[src/rtl/ace_snoop_resp_collector.sv]
// Broadcasts one snoop to the masked AC ports, merges every CR response into one crresp_t.
// Single port with all readies high: request at cycle 0, AC at 1, CR at 2, agg_valid_o at 3; any backpressure only stretches SNOOP.
module ace_snoop_resp_collector #(
  parameter int unsigned NoPorts   = 4,
  parameter int unsigned AddrWidth = 64,
  parameter int unsigned IdxWidth  = (NoPorts > 1) ? $clog2(NoPorts) : 1
) (
  input  logic                   clk_i,
  input  logic                   rst_ni,
  input  logic                   snp_req_valid_i,
  output logic                   snp_req_ready_o,
  input  logic [AddrWidth-1:0]   snp_addr_i,
  input  logic [3:0]             snp_type_i,
  input  logic [NoPorts-1:0]     snp_mask_i,
  output logic [NoPorts-1:0]     ac_valid_o,
  input  logic [NoPorts-1:0]     ac_ready_i,
  output logic [AddrWidth-1:0]   ac_addr_o,
  output logic [3:0]             ac_snoop_o,
  input  logic [NoPorts-1:0]     cr_valid_i,
  output logic [NoPorts-1:0]     cr_ready_o,
  input  logic [NoPorts*5-1:0]   cr_resp_i,
  output logic                   agg_valid_o,
  input  logic                   agg_ready_i,
  output logic [4:0]             agg_resp_o,
  output logic [NoPorts-1:0]     agg_data_vec_o,
  output logic [IdxWidth-1:0]    agg_data_port_o
);

  // crresp_t bit positions: {wasUnique, isShared, passDirty, error, dataTransfer}
  localparam int unsigned DtBit  = 0;
  localparam int unsigned ErrBit = 1;
  localparam int unsigned PdBit  = 2;

  typedef enum logic [1:0] {IDLE, SNOOP, RESP} state_e;

  state_e               state_q, state_d;
  logic [NoPorts-1:0]   ac_pending_q, ac_pending_d;
  logic [NoPorts-1:0]   cr_pending_q, cr_pending_d;
  logic [NoPorts-1:0]   data_vec_q, data_vec_d;
  logic [4:0]           resp_q, resp_d;
  logic [AddrWidth-1:0] addr_q, addr_d;
  logic [3:0]           type_q, type_d;
  logic [NoPorts-1:0]   ac_hs, cr_hs;
  logic [4:0]           port_resp;
  logic [IdxWidth-1:0]  data_port;

  always_comb begin
    state_d         = state_q;
    ac_pending_d    = ac_pending_q;
    cr_pending_d    = cr_pending_q;
    data_vec_d      = data_vec_q;
    resp_d          = resp_q;
    addr_d          = addr_q;
    type_d          = type_q;
    snp_req_ready_o = 1'b0;
    ac_valid_o      = '0;
    cr_ready_o      = '0;
    agg_valid_o     = 1'b0;
    ac_hs           = '0;
    cr_hs           = '0;
    port_resp       = '0;
    case (state_q)
      IDLE: begin
        snp_req_ready_o = 1'b1;
        if (snp_req_valid_i) begin
          addr_d       = snp_addr_i;
          type_d       = snp_type_i;
          ac_pending_d = snp_mask_i;
          cr_pending_d = snp_mask_i;
          resp_d       = '0;
          data_vec_d   = '0;
          state_d      = (snp_mask_i == '0) ? RESP : SNOOP;
        end
      end
      SNOOP: begin
        ac_valid_o   = ac_pending_q;
        // A port's CR is only accepted once its AC has been taken in an earlier cycle.
        cr_ready_o   = cr_pending_q & ~ac_pending_q;
        ac_hs        = ac_valid_o & ac_ready_i;
        cr_hs        = cr_ready_o & cr_valid_i;
        ac_pending_d = ac_pending_q & ~ac_hs;
        cr_pending_d = cr_pending_q & ~cr_hs;
        for (int i = 0; i < int'(NoPorts); i++) begin
          if (cr_hs[i]) begin
            port_resp = cr_resp_i[5*i +: 5];
            if (port_resp[PdBit] && !port_resp[DtBit]) begin
              port_resp[ErrBit] = 1'b1;
            end
            resp_d        = resp_d | port_resp;
            data_vec_d[i] = port_resp[DtBit];
          end
        end
        if (cr_pending_d == '0) begin
          state_d = RESP;
        end
      end
      RESP: begin
        agg_valid_o = 1'b1;
        if (agg_ready_i) begin
          state_d = IDLE;
        end
      end
      default: state_d = IDLE;
    endcase
  end

  always_comb begin
    data_port = '0;
    for (int i = int'(NoPorts) - 1; i >= 0; i--) begin
      if (data_vec_q[i]) begin
        data_port = IdxWidth'(i);
      end
    end
  end

  always_ff @(posedge clk_i or negedge rst_ni) begin
    if (!rst_ni) begin
      state_q      <= IDLE;
      ac_pending_q <= '0;
      cr_pending_q <= '0;
      data_vec_q   <= '0;
      resp_q       <= '0;
      addr_q       <= '0;
      type_q       <= '0;
    end else begin
      state_q      <= state_d;
      ac_pending_q <= ac_pending_d;
      cr_pending_q <= cr_pending_d;
      data_vec_q   <= data_vec_d;
      resp_q       <= resp_d;
      addr_q       <= addr_d;
      type_q       <= type_d;
    end
  end

  assign ac_addr_o       = addr_q;
  assign ac_snoop_o      = type_q;
  assign agg_resp_o      = (state_q == RESP) ? resp_q : '0;
  assign agg_data_vec_o  = (state_q == RESP) ? data_vec_q : '0;
  assign agg_data_port_o = (state_q == RESP) ? data_port : '0;

endmodule

[config.mk]
export PLATFORM = sky130hd
export DESIGN_NAME = ace_snoop_resp_collector
export DESIGN_NICKNAME = d
export VERILOG_FILES = /design/src/rtl/ace_snoop_resp_collector.sv
export SDC_FILE = /design/constraint.sdc
export NUM_CORES = 1
export LEC_CHECK = 0
export ABC_AREA = 1
export CAP_MARGIN = 15
export CORE_ASPECT_RATIO = 1.25
export CORE_MARGIN = 1.5
export CORE_UTILIZATION = 40
export CTS_CLUSTER_DIAMETER = 50
export CTS_CLUSTER_SIZE = 12
export DETAILED_ROUTE_END_ITERATION = 10
export GPL_TIMING_DRIVEN = 0
export PLACE_DENSITY_LB_ADDON = 0.05
export SETUP_SLACK_MARGIN = 0.5
export SYNTH_ARGS = -nofsm -noshare
export SYNTH_HDL_FRONTEND = slang
export SYNTH_SLANG_ARGS = --single-unit
[constraint.sdc]
create_clock -name clk_i -period 1.5 [get_ports clk_i]
set_input_delay 0.375 -clock clk_i [delete_from_list [all_inputs] [get_ports clk_i]]
set_output_delay 0.375 -clock clk_i [all_outputs]
set_load 0.02 [all_outputs]
==> results of run 1 <==
-- power breakdown --
part	internal (uW)	total [uW]	switching, uW
Sequential	3520	4540	1020
Clock	1470	2430	963
Combinational	6580	11300	4710
-- how the worst max path moves through the flow --
stage / to / depth (start not counted) / start
6_report: agg_data_port_o[1] / 6 / state_q[0]
5_1_grt: agg_data_port_o[1] / 6 / state_q[0]
4_1_cts: agg_data_port_o[1] / 7 / state_q[1]
3_5_place_dp: cr_ready_o[1] / 5 / state_q[1]
2_1_floorplan: agg_data_port_o[1] / 6 / state_q[1]
3_3_place_gp: state_q[0] / 1 / rst_ni
-- cells in the final DEF (no fill, tap or decap), types with 2 or more instances in the layout --
| cell type | instances |
|---|---|
| bufinv_16 | 2 |
| clkdlybuf4s50_1 | 101 |
| o21ai_1 | 9 |
| nor3_4 | 5 |
| buf_12 | 17 |
| nand2_8 | 4 |
| buf_4 | 60 |
| nor2_1 | 17 |
| nand3_2 | 3 |
| nand3_1 | 5 |
| buf_6 | 95 |
| o22ai_1 | 8 |
| clkbuf_1 | 2 |
| nand2_4 | 5 |
| a21oi_1 | 2 |
| nand2_2 | 5 |
| nor3_1 | 5 |
| dfrtp_1 | 86 |
| inv_1 | 32 |
| buf_16 | 10 |
| nor2_4 | 10 |
| mux2_4 | 67 |
| nand4_1 | 8 |
| o21ai_4 | 4 |
| o22ai_2 | 2 |
| nand3_4 | 2 |
| clkbuf_16 | 9 |
| o21ai_2 | 4 |
| inv_6 | 3 |
| inv_2 | 5 |
| nand2_1 | 10 |
| buf_8 | 2 |
| o21ai_0 | 5 |
| a21oi_2 | 5 |
-- state kept, by name, indices dropped and copies added, names as in the netlist --
register	flops
data_vec_q	4
cr_pending_q	4
ac_addr_o	64
resp_q	5
ac_pending_q	4
ac_snoop_o	4
state_q	2
-- final cells by class --
type | instances | area (um2) | share of cell area
clock inverter | 5 | 81.3 | 0.0102
buffer | 10 | 190 | 0.0239
sequential | 87 | 2180 | 0.274
timing repair buffer | 277 | 3000 | 0.378
clock buffer | 11 | 233 | 0.0293
inverter | 39 | 156 | 0.0197
multi-input combinational | 187 | 1950 | 0.245
tap | 123 | 154 | 0.0194
-- through the flow --
stage	std cells	cell area (um2)	setup slack, ns
after floorplan	322	4220	-0.127
after global placement	637	6300	-3.47
after detailed placement	638	6320	-0.581
after CTS	709	7580	-0.352
after global routing	739	7950	-0.454
final	739	7950	-0.383
-- layer usage --
| layer | vias up | global-route usage |
|---|---|---|
| li1 | 1676 | - |
| met1 | 1838 | 0.327 |
| met2 | 156 | 0.490 |
| met3 | 18 | 0.0587 |
| met4 | 0 | 0.0857 |
| met5 | - | 0 |
-- cells by family after synthesis --
logic type | Yosys count | synth area share
AO/OA/AOI/OAI | 39 | 0.0552
buffers and inverters | 49 | 0.0652
flip-flops | 87 | 0.579
multiplexers | 68 | 0.204
AND/OR/NAND/NOR | 79 | 0.0968
-- repair_timing --
item | CTS | global route
gates resized for setup | 580 | 39
endpoints found under the hold margin | 25 | 0
buffers inserted | 45 | 30
gates cloned | 10 | 0
pin swaps | 8 | 11
endpoints found under the setup margin | 176 | 176
-- critical path: cells and delay by family, from the launching register on --
kind / cells / cell delay [ns]
buffers and inverters: 2 / 0.22
and+or+nand+nor: 4 / 0.49
DFF: 1 / 0.45
==> results, run 1 <==
- The run finished, with violations left.
- The final reports fail on hold timing, setup timing.
- The area fraction of the dominant cell type after synthesis is 0.579.
- The routed layout has 3,688 vias.
- The number of flip-flops and latches in the synthesized netlist is 87.
- The maximum fanout encountered on the critical timing path is 9.
- The met3 wire length is 890 um.
- Data on the critical path arrives at its endpoint at 1.51 ns.
- The number of hold violations in the final report is 18.
- The unique cell type count in the Yosys netlist is 21.
- The fill cell total of the finished layout is 411.
- The number of sinks driven by the clock tree is 87.
- The critical path is of the reg -> out type.
- STA classifies the critical path startpoint as a register.
- During synthesis, Yosys emitted a total of 0 warnings.
- At the end of routability-driven placement, the weighted congestion stood at 0.890.
- The total power per unit cell area is 2300 nW/um2.
- The pin count of the biggest net entering global routing is 57.
- The via density per instance is 4.99.
- The initial core utilization is 0.412.
- After technology mapping, the gate count stands at 322.
- The net count of the finished layout is 715.
- Measured along the x axis, the die boundary spans 89.7 um.
- The net count after synthesis is 426.
- The post-synthesis sequential area ratio is 0.579.
- The longest clock path from root to sink contains 2 buffers.
- The die covers 9990 um2.
- After global routing the overflow that remains totals 0.
- The number of iterations in the first detailed-routing pass is 4.
- Clock tree synthesis selected as its root buffer the cell clkbuf_16.
- By count the netlist is led by 87 x dfrtp_1, 67 x mux2_1, 37 x inv_1, 25 x nor2_1.
- In the final layout, the share of cells above drive strength 1 is 0.528.
- The met1 layer wirelength in the final routing is 5410 um.
- Final hold analysis gives a worst-case slack of -0.0215 ns.
- The clock slew seen by the registers of the worst setup and hold paths is 0.06 ns.
- The capture point of the worst reg-to-reg path is ac_addr_o[47].
- The setup TNS is -26.05 ns.
- The leakage power summed over all cells is 0.00385 uW.
- Max-cap violations in this run came to 0.
- The routed design uses 7830 um of met2 wire.
- For the finished layout, the period the worst path requires is 1.88 ns.
- The number of synthesized flops with an enable pin is 0.
- After floorplanning, the core was sized to cover 9130 um2.
- The layout-stage area growth over the synthesis result is 111%.
- The biggest area contributor in the post-synthesis netlist is dfrtp_1.
- In this design, the stage delay of the slowest critical-path cell is 0.45 ns.
- The slowest stage of the critical path belongs to the cell dfrtp_2.
- Input and output buffers added on the ports amount to 192.
- Summing every instance area after synthesis gives 3760 um2.
- The number of global-route vias before repair is 3,746.
- Ranked by total cell area, the synthesized netlist is headed by dfrtp_1 58%, mux2_1 20%, inv_1 3.7%.
- For this block, the initial DRC count from the detailed router was 176.
- In this design, the critical path's most frequently occurring cell is nor2_4.
- The critical path capture point type is a primary output.
- The setup slack of the worst register-to-register path is -0.34 ns.
- The worst-case IR drop observed on VDD is 1.75 mV.
- The post-detailed-placement half-perimeter wirelength is 7940 um.
- The final cell utilization of the core is 0.871.
- At the later pin of the worst-skew pair, clock insertion delay measures 0.34 ns.
- The most frequent cell after synthesis is dfrtp_1.
- In this run the tightest slew margin relative to its limit is 0.687.
- Measured in cells, the most critical reg-to-reg path has a length of 9.
- The global-route wire length before repair is 21,000 um.
- TritonCTS built the clock tree.
- The async set-reset flop share out of synthesis is 1.00.
- Across every metal layer, demand over resource in global routing totals 0.273.
- The achievable clock frequency is 531 MHz.
- The worst hold path belongs to the class in -> async.
- Setup repair after global routing could not meet its margin everywhere.
- The required arrival time at the worst endpoint is 1.12 ns.
- Setup violations remaining at the end of the flow were counted as 106.
- In the finished design, the share of the clock period the worst path needs comes to 1.26.
- After detailed routing, no signal wire sits above met4.
- The total CTS buffers is 9.
- The maximum level of the CTS H-tree is 3.
- The worst clock skew is 0.00330 ns.
- The total DRC errors in the routed layout is 0.
- The repair_antennas step left the layout with diodes totalling 0.
- Pin placement for this block handled 193 I/O pins.
- Averaged over all synthesized cells, the footprint is 11.7 um2.
- The transition time at the pin with the least slew margin is 0.470 ns.
- The number of slew-limit violations in the final report is 0.
- The initial antenna violation count came to 0.
- The most used flip-flop cell after synthesis is dfrtp_1.
- In the final routed layout, each cell accounts on average for 19.5 um.
- The row count is 39.
- Walking the worst path, the cells encountered are nor2_4 > inv_6 > nor2_4 > nor2_2 > nor3_4 > buf_6.
- Total power for the finished layout comes to 18,300 uW.
- The die span in y is 111 um.
- In the post-route analysis, the smallest setup slack over all paths is -0.383 ns.
- The startpoint identified for the worst register-to-register timing path is state_q[0].
- The number of nets with antenna violations after detailed routing is 0.
- For this block, the routed nets add up to 14,400 um of wire.
Note: power is estimated with default switching activity, not from simulation.
==> run 2: changes to the inputs <==
--- a/config.mk
+++ b/config.mk
@@ -16,6 +16,7 @@
 export GPL_TIMING_DRIVEN = 0
 export PLACE_DENSITY_LB_ADDON = 0.05
 export SETUP_SLACK_MARGIN = 0.5
+export SLEW_MARGIN = 20
 export SYNTH_ARGS = -nofsm -noshare
 export SYNTH_HDL_FRONTEND = slang
 export SYNTH_SLANG_ARGS = --single-unit
==> results of run 2 <==
No change in the layout: final DEF, timing and power equal those of run 1.
